## src/rtl/bin_to_bcd_if.sv

```systemverilog
`default_nettype none
// ============================================================================
// Module   : bin_to_bcd_if
// Brief    : Request/result bundle for the binary-to-BCD converter.
// Revision : 1.0 - initial release
// ============================================================================
interface bin_to_bcd_if #(
    parameter int w_bin   = 16,
    parameter int w_digit = 5
);
    logic                   start;
    logic [w_bin-1:0]       bin;
    logic                   busy;
    logic                   done;
    logic [w_digit*4-1:0]   number;
    logic                   ovf;
    logic [w_digit-1:0]     blank;

    modport master (
        output start, bin,
        input  busy, done, number, ovf, blank
    );

    modport slave (
        input  start, bin,
        output busy, done, number, ovf, blank
    );
endinterface
`default_nettype wire

```

## src/rtl/bin_to_bcd_converter.sv

```systemverilog
`default_nettype none
// ============================================================================
// Module   : bin_to_bcd_converter
// Brief    : Sequential double-dabble converter, one bit per clock.
//            Define BIN_TO_BCD_LEADING_ZERO_BLANK_EN for leading-zero blanking.
// Revision : 1.0 - initial release
// ============================================================================
module bin_to_bcd_converter #(
    parameter int w_bin   = 16,
    parameter int w_digit = 5
) (
    input  wire          clk,
    input  wire          rst,
    bin_to_bcd_if.slave  bus
);
    localparam int              c_acc_w = w_digit * 4;
    localparam int              c_cnt_w = $clog2(w_bin);
    localparam logic [c_cnt_w-1:0] c_last = c_cnt_w'(w_bin - 1);

    typedef enum logic [1:0] {
        S_IDLE  = 2'd0,
        S_SHIFT = 2'd1,
        S_DONE  = 2'd2
    } state_t;

    state_t               r_state;
    logic [w_bin-1:0]     r_sr;
    logic [c_acc_w-1:0]   r_acc;
    logic                 r_carry;
    logic [c_cnt_w-1:0]   r_cnt;
    logic                 r_busy;
    logic                 r_done;
    logic [c_acc_w-1:0]   r_number;
    logic                 r_ovf;

    logic [c_acc_w-1:0]   w_acc_adj;
    logic [c_acc_w-1:0]   w_acc_next;
    logic                 w_carry_next;

    // One double-dabble step: correct every digit >= 5, then shift left.
    always_comb begin
        w_acc_adj = '0;
        for (int d = 0; d < w_digit; d++) begin
            w_acc_adj[d*4 +: 4] = (r_acc[d*4 +: 4] >= 4'd5) ? r_acc[d*4 +: 4] + 4'd3
                                                             : r_acc[d*4 +: 4];
        end
        w_acc_next   = {w_acc_adj[c_acc_w-2:0], r_sr[w_bin-1]};
        w_carry_next = r_carry | w_acc_adj[c_acc_w-1];
    end

`ifdef BIN_TO_BCD_LEADING_ZERO_BLANK_EN
    logic [w_digit-1:0] r_blank;
    logic [w_digit-1:0] w_blank_next;
    logic               w_all_zero;

    // Scan from the top digit down; digit 0 always stays visible.
    always_comb begin
        w_blank_next = '0;
        w_all_zero   = 1'b1;
        for (int i = w_digit - 1; i >= 1; i--) begin
            w_all_zero      = w_all_zero && (w_acc_next[i*4 +: 4] == 4'd0);
            w_blank_next[i] = w_all_zero;
        end
    end

    assign bus.blank = r_blank;
`else
    assign bus.blank = '0;
`endif

    always_ff @(posedge clk or posedge rst) begin
        if (rst) begin
            r_state  <= S_IDLE;
            r_sr     <= '0;
            r_acc    <= '0;
            r_carry  <= 1'b0;
            r_cnt    <= '0;
            r_busy   <= 1'b0;
            r_done   <= 1'b0;
            r_number <= '0;
            r_ovf    <= 1'b0;
`ifdef BIN_TO_BCD_LEADING_ZERO_BLANK_EN
            r_blank  <= '0;
`endif
        end else begin
            case (r_state)
                S_SHIFT: begin
                    r_sr    <= {r_sr[w_bin-2:0], 1'b0};
                    r_acc   <= w_acc_next;
                    r_carry <= w_carry_next;
                    r_cnt   <= r_cnt + 1'b1;
                    if (r_cnt == c_last) begin
                        r_state  <= S_DONE;
                        r_busy   <= 1'b0;
                        r_done   <= 1'b1;
                        r_number <= w_acc_next;
                        r_ovf    <= w_carry_next;
`ifdef BIN_TO_BCD_LEADING_ZERO_BLANK_EN
                        r_blank  <= w_blank_next;
`endif
                    end
                end
                default: begin
                    // IDLE and DONE both accept a new request.
                    r_done <= 1'b0;
                    if (bus.start) begin
                        r_state <= S_SHIFT;
                        r_busy  <= 1'b1;
                        r_sr    <= bus.bin;
                        r_acc   <= '0;
                        r_carry <= 1'b0;
                        r_cnt   <= '0;
                    end else begin
                        r_state <= S_IDLE;
                    end
                end
            endcase
        end
    end

    assign bus.busy   = r_busy;
    assign bus.done   = r_done;
    assign bus.number = r_number;
    assign bus.ovf    = r_ovf;
endmodule
`default_nettype wire

```

## src/flat_wrapper.sv

```systemverilog
// flat-port wrapper written by rule: the top's interface ports become plain ports
module bin_to_bcd_converter_flat 
#(
    parameter int w_bin   = 16,
    parameter int w_digit = 5
)
  (clk, rst, bus_start, bus_bin, bus_busy, bus_done, bus_number, bus_ovf, bus_blank);
  bin_to_bcd_if #(.w_bin(w_bin), .w_digit(w_digit)) bus_i ();
  input  wire clk;
  input  wire rst;
  input wire logic [$bits(bus_i.start)-1:0] bus_start;
  input wire logic [$bits(bus_i.bin)-1:0] bus_bin;
  output wire logic [$bits(bus_i.busy)-1:0] bus_busy;
  output wire logic [$bits(bus_i.done)-1:0] bus_done;
  output wire logic [$bits(bus_i.number)-1:0] bus_number;
  output wire logic [$bits(bus_i.ovf)-1:0] bus_ovf;
  output wire logic [$bits(bus_i.blank)-1:0] bus_blank;
  assign bus_i.start = bus_start;
  assign bus_i.bin = bus_bin;
  assign bus_busy = bus_i.busy;
  assign bus_done = bus_i.done;
  assign bus_number = bus_i.number;
  assign bus_ovf = bus_i.ovf;
  assign bus_blank = bus_i.blank;
  bin_to_bcd_converter #(.w_bin(w_bin), .w_digit(w_digit)) u_core (.clk(clk), .rst(rst), .bus(bus_i));
endmodule
```

## config.mk

```make
export PLATFORM = sky130hd
export DESIGN_NAME = bin_to_bcd_converter_flat
export DESIGN_NICKNAME = d
export VERILOG_FILES = /design/src/rtl/bin_to_bcd_if.sv /design/src/rtl/bin_to_bcd_converter.sv /design/src/flat_wrapper.sv
export SDC_FILE = /design/constraint.sdc
export NUM_CORES = 1
export LEC_CHECK = 0
export ABC_AREA = 1
export BUFFER_PORTS_ARGS = -buffer_cell sky130_fd_sc_hd__buf_2
export CAP_MARGIN = 20
export CORE_MARGIN = 2
export CORE_UTILIZATION = 40
export CTS_BUF_LIST = sky130_fd_sc_hd__clkbuf_4 sky130_fd_sc_hd__clkbuf_8
export DETAILED_ROUTE_END_ITERATION = 12
export MAX_ROUTING_LAYER = met4
export PLACE_DENSITY = 0.57
export SYNTH_ARGS = -nofsm -noshare
export SYNTH_HDL_FRONTEND = slang
export SYNTH_SLANG_ARGS = --single-unit
```

## constraint.sdc

```tcl
create_clock -name clk -period 2.41 [get_ports clk]
set_input_delay 0.482 -clock clk [delete_from_list [all_inputs] [get_ports clk]]
set_output_delay 0.482 -clock clk [all_outputs]
set_load 0.1 [all_outputs]
```

==> flow_summary.toml, run 1 <==
[clock_tree]
cts.sink_count = 65
postCtsSetupBuffers = 0
clock_tree.htree_level_count = 3
postCtsResizedCells = 0
clock_tree.root_cell = "sky130_fd_sc_hd__clkbuf_8"
cts.path.max_buffers = 2
post_cts_hold_buffer_count = 0
clk-insertion-delay-late_ns = 0.34
tritoncts.num_buffers = 9
clk_transition_reported_paths_ns = 0.07
clock_tree_from_tritoncts = "built"

[run]
max_cap_violations = 0

[sta]
max_clock_freq_mhz = 590
setup_tns_ns = 0
report.final.hold_viol_count = 0
setup-violations-final = 0
min_period_ns = 1.70
timing.clock.skew_ns = 0.00546
setup_repair_after_global_routing_missed_its_margin = "false"
worst-slew-pin-transition_ns = 0.556
max-slew-margin-rel = 0.629
holdWs_ns = 0.0278
drv_slew = 0
min_period_over_period = 0.703

[floorplanning]
core_region_area_um2 = 7690
floorplan.initialDensity = 0.411
ios = 47
die_h_um = 92.9
design.die.area_um2 = 8620
die_x_um = 92.9
row_count = 32

[critical_path]
crit_path_cell_trace = "inv_1 -> nand2_4 -> nand2_1 -> inv_2 -> nand2_1 -> o211ai_1"
cpPeakStageDelay_ns = 0.53
startpoint_of_the_worst_setup_timing_path = "u_core.bus.done"
crit-reg2reg-launch = "u_core.bus.done"
crit_family = "buffers and inverters"
critPathArrivalTime_ns = 1.95
critical_path.most_common_cell = "sky130_fd_sc_hd__nand2_1"
r2r-end = "u_core.r_sr[13]"
worst_r2r_path_depth = 6
critPathRequiredTime_ns = 2.66
critical_path_class = "flip-flop to flip-flop"
critical_path.startpoint_type = "flip-flop"
ff2ff_setup_slack_ns = 0.71
path_max_fanout = 31
endpoint_kind = "flip-flop"
standard_cell_with_the_maximum_stage_delay_on_the_critical_path = "sky130_fd_sc_hd__inv_2"
critical_path.n_buffers_inverters = 2

[detailed_routing]
routed_wirelength_um = 6480
detailroute.via_count = 2526
drt-initial-drc-count = 117
postRouteAntennaNets = 0
drc = 0
vias_per_cell = 4.79
post_drt_wl_per_cell_um = 12.3
initial_drt_pass_iterations = 4

[finish]
layout-drive-gt1-share = 0.169
nFillCells = 801
post-route-util = 0.463
final_net_count = 450
area_delta_synth_final_pct = 12.7
antenna_cells_inserted = 0

[status]
run_status = "completed"

[synthesis]
synth_seq_area_share = 0.515
ys_types = 24
ys_ff_latch = 65
syn_inst = 378
mean_post_synth_cell_area_um2 = 8.35
synthesis.yosys.warnings = 0
post_synthesis_instance_area_um2 = 3160

[global_routing]
grt_pass1_vias = 2502
grt_overflow_total = 0
grt_pass1_wl_um = 11400
grt_antenna_before_repair = 0
grt_start_max_net_pins = 38
global_route.usage.total = 0.172

[place]
post-dp-hpwl_um = 4390
place_congestion = 0.825
place.port_buffers = 41

[min_path]
holdCritPathClass = "input port to async pin"
[worst max path at each step]
stage / to / slack [ns] / cells after the start
3_5_place_dp: u_core.r_sr[13] / 0.67 / 6
6_report: u_core.r_sr[13] / 0.71 / 6
4_1_cts: u_core.r_sr[13] / 0.68 / 6
3_3_place_gp: u_core.r_sr[13] / 0.73 / 6
5_1_grt: u_core.r_sr[11] / 0.51 / 6
2_1_floorplan: u_core.bus.busy / 0.30 / 1
[worst reg2reg max path, cell delays in order (launching register included)]
cell and delay, ns:
sky130_fd_sc_hd__dfrtp_1 0.35, sky130_fd_sc_hd__inv_1 0.07, sky130_fd_sc_hd__nand2_4 0.16, sky130_fd_sc_hd__nand2_1 0.30, sky130_fd_sc_hd__inv_2 0.53, sky130_fd_sc_hd__nand2_1 0.11, sky130_fd_sc_hd__o211ai_1 0.11
[state kept, by name (all words and copies together) (netlist names)]
| name | flops |
|---|---|
| u_core.r_sr | 16 |
| u_core.bus.ovf | 1 |
| u_core.r_carry | 1 |
| u_core.r_acc | 20 |
| u_core.bus.number | 20 |
| u_core.bus.busy | 1 |
| u_core.r_state | 1 |
| u_core.bus.done | 1 |
| u_core.r_cnt | 4 |
[kinds of logic (layout without fill, tap and decap cells)]
kind of cell    Yosys count  after routing  share of synthesized area
other cells               1              5                    0.00119
fa+ha+maj                11             11                     0.0436
buf+inv                  50             93                     0.0832
simple gates            209            209                      0.280
flops                    65             65                      0.515
compound gates           42             42                     0.0769
[area by class of cell]
class	count	area, µm²	area share
Sequential cell	65	1630	0.457
Multi-Input combinational cell	267	1280	0.361
Timing Repair Buffer	44	228	0.0640
Clock buffer	12	146	0.0411
Tap cell	102	128	0.0359
Inverter	33	126	0.0355
Clock inverter	4	20.0	0.00563
[cells in the final DEF, fill, tap and decap left out, drive strengths merged]
cell type / n
a21oi: 5
a22o: 1
buf: 44
clkbuf: 12
clkinv: 4
conb: 5
dfrtp: 65
ha: 11
inv: 33
nand2: 151
nand3: 51
nand4: 1
nor2: 6
o211ai: 6
o21ai: 25
o22ai: 5
[cells in the mapped netlist]
| master | instances | area share |
|---|---|---|
| sky130_fd_sc_hd__nand4_1 | 1 | 0.0020 |
| sky130_fd_sc_hd__nand2_2 | 2 | 0.0040 |
| sky130_fd_sc_hd__buf_4 | 8 | 0.019 |
| sky130_fd_sc_hd__o21ai_2 | 2 | 0.0055 |
| sky130_fd_sc_hd__nand2_1 | 148 | 0.18 |
| sky130_fd_sc_hd__a21oi_1 | 5 | 0.0079 |
| sky130_fd_sc_hd__o211ai_1 | 6 | 0.014 |
| sky130_fd_sc_hd__buf_2 | 4 | 0.0063 |
| sky130_fd_sc_hd__inv_4 | 1 | 0.0020 |
| sky130_fd_sc_hd__o21ai_0 | 20 | 0.032 |
| sky130_fd_sc_hd__dfrtp_1 | 65 | 0.52 |
| sky130_fd_sc_hd__ha_1 | 11 | 0.044 |
| sky130_fd_sc_hd__o21ai_1 | 3 | 0.0048 |
| sky130_fd_sc_hd__buf_6 | 5 | 0.018 |
| sky130_fd_sc_hd__inv_1 | 29 | 0.034 |
| sky130_fd_sc_hd__nand3_2 | 1 | 0.0032 |
| sky130_fd_sc_hd__a22o_1 | 1 | 0.0028 |
| sky130_fd_sc_hd__nand2_4 | 1 | 0.0036 |
| sky130_fd_sc_hd__o22ai_1 | 5 | 0.0099 |
| sky130_fd_sc_hd__nand3_1 | 50 | 0.079 |
| sky130_fd_sc_hd__nor2_1 | 5 | 0.0059 |
| sky130_fd_sc_hd__nor2_8 | 1 | 0.0063 |
| sky130_fd_sc_hd__conb_1 | 1 | 0.0012 |
| sky130_fd_sc_hd__inv_2 | 3 | 0.0036 |
[layer usage]
metal  GRT usage  up-vias  share of wire
li1            -     1290              -
met1       0.227     1168           0.50
met2       0.260       57           0.45
met3      0.0301       11          0.035
met4      0.0772        0          0.021
met5           -        -              0
[stage by stage]
step | cell area [µm²] | worst slack (ns) | instances
2_1_floorplan | 3170 | 0.302 | 382
3_3_place_gp | 3390 | 0.725 | 511
3_5_place_dp | 3390 | 0.672 | 511
4_1_cts | 3560 | 0.677 | 527
5_1_grt | 3560 | 0.508 | 527
6_report | 3560 | 0.715 | 527
Power of run 1 is left out: the tool's default activity adds up to more than one toggle a clock period on the data nets, which glitch-free logic cannot reach.
==> inputs of run 2 (changes only) <==
- PLACE_DENSITY: 0.57 -> 0.6
- clock period: 2.41 -> 1.4 ns (I/O delays scaled with it)
==> run 2 against run 1 <==
  * Register-to-register slack worse by 0.65 ns
  * Hold slack worse by 0.010 ns
  * First-iteration DRC count is 2.6% lower
  * Via count is 5.0% higher
  * Cell count is 4.0% higher
==> flow_summary.toml, run 2 (same netlist as run 1, synthesis figures left out) <==
[detailed_routing]
drc = 0
initial_drt_pass_iterations = 4
post_drt_wl_per_cell_um = 12.1
vias_per_cell = 4.84
postRouteAntennaNets = 0
drt-initial-drc-count = 114
routed_wirelength_um = 6630
detailroute.via_count = 2653

[critical_path]
path_max_fanout = 4
startpoint_of_the_worst_setup_timing_path = "u_core.r_acc[4]"
crit-reg2reg-launch = "u_core.r_acc[4]"
critPathRequiredTime_ns = 1.68
critical_path_class = "flip-flop to flip-flop"
endpoint_kind = "flip-flop"
critical_path.startpoint_type = "flip-flop"
r2r-end = "u_core.r_acc[5]"
worst_r2r_path_depth = 8
ff2ff_setup_slack_ns = 0.06
critPathArrivalTime_ns = 1.62

[floorplanning]
ios = 47
die_h_um = 92.9
core_region_area_um2 = 7690
row_count = 32
floorplan.initialDensity = 0.411
die_x_um = 92.9
design.die.area_um2 = 8620

[global_routing]
grt_antenna_before_repair = 0
grt_pass1_wl_um = 11100
grt_pass1_vias = 2462
grt_overflow_total = 0
grt_start_max_net_pins = 66
global_route.usage.total = 0.166

[sta]
setup_tns_ns = 0
min_period_over_period = 0.956
drv_slew = 0
setup-violations-final = 0
min_period_ns = 1.34
setup_repair_after_global_routing_missed_its_margin = "true"
timing.clock.skew_ns = 0.0110
report.final.hold_viol_count = 0
max_clock_freq_mhz = 748

[finish]
multiInputGateArea_um2 = 1340
antenna_cells_inserted = 0
layout-drive-gt1-share = 0.258
final_net_count = 471
layout_common_cells = "sky130_fd_sc_hd__nand2_1 (142), sky130_fd_sc_hd__dfrtp_1 (64), sky130_fd_sc_hd__nand3_1 (49)"
layout_commonest_cell = "sky130_fd_sc_hd__nand2_1"
fin_cells = 548
sequential_cell_area_um2 = 1630
nFillCells = 750
area_delta_synth_final_pct = 25.6

[place]
post-dp-hpwl_um = 4440
place.port_buffers = 41
place_congestion = 0.843
dp_cells = 529

[clock_tree]
clock_tree.htree_level_count = 3
clk-insertion-delay-late_ns = 0.34
clk_transition_reported_paths_ns = 0.08
clock_tree.root_cell = "sky130_fd_sc_hd__clkbuf_8"
tritoncts.num_buffers = 9
cts.sink_count = 65
post_cts_hold_buffer_count = 0
clock_tree_from_tritoncts = "built"
cts.path.max_buffers = 2

[status]
run_status = "completed"

[min_path]
holdCritPathClass = "input port to async pin"

[run]
max_cap_violations = 0
[run 2: changes by cell type in the layout (fill, tap and decap cells not counted), sizes merged]
cell	before	now
buf	44	62
bufinv	0	1
clkbuf	12	14
clkinv	4	2
clkinvlp	0	3
inv	33	32
[run 2: layout make-up]
cell class                 count  area share
inverter                      33      0.0347
tap                          102      0.0322
clock inverter                 5      0.0139
multi-input combinational    267       0.337
timing repair buffer          65       0.135
clock buffer                  11      0.0366
sequential                    65       0.411
[run 2: critical path, stage by stage, from the launching register on]
cell                      delay [ns]
sky130_fd_sc_hd__dfrtp_1        0.43
sky130_fd_sc_hd__inv_2          0.08
sky130_fd_sc_hd__ha_1           0.16
sky130_fd_sc_hd__inv_1          0.06
sky130_fd_sc_hd__o21ai_2        0.19
sky130_fd_sc_hd__nand2_2        0.12
sky130_fd_sc_hd__nand2_1        0.09
sky130_fd_sc_hd__nand3_1        0.07
sky130_fd_sc_hd__nand2_1        0.06
[run 2: worst max path at each step]
stage                                   to  slack [ns]  depth (start not counted)
after global routing       u_core.r_acc[1]       -0.03                          8
final                      u_core.r_acc[5]        0.06                          8
after CTS                   bus_number[19]       0.002                          1
after detailed placement  u_core.r_acc[12]       -0.09                          8
after global placement    u_core.r_acc[12]       -0.02                          8
after floorplan             u_core.r_sr[1]      -0.006                          8
[run 2: through the flow]
| step | util | setup slack (ns) | cell area, µm² | hold slack [ns] |
|---|---|---|---|---|
| 2_1_floorplan | - | -0.00647 | 3190 | 0.400 |
| 3_3_place_gp | 0.473 | -0.0234 | 3640 | 0.403 |
| 3_5_place_dp | 0.473 | -0.0912 | 3640 | 0.407 |
| 4_1_cts | 0.506 | 0.00152 | 3890 | 0.0359 |
| 5_1_grt | 0.516 | -0.0300 | 3970 | 0.0481 |
| 6_report | 0.516 | 0.0622 | 3970 | 0.0177 |
[run 2: metal layers]
metal | up-vias | GRT usage | share of wire
met1 | 1253 | 0.224 | 0.48
met5 | - | - | 0
met4 | 0 | 0.0515 | 0.0086
met3 | 5 | 0.0399 | 0.043
li1 | 1336 | - | -
met2 | 59 | 0.251 | 0.47
[run 2: timing repair]
| item | in CTS | in global routing |
|---|---|---|
| endpoints found under the setup margin | 33 | 35 |
| pin swaps | 0 | 3 |
| setup buffers | 0 | 3 |
| gates resized for setup | 22 | 26 |
Power of run 2 is left out for the same reason.
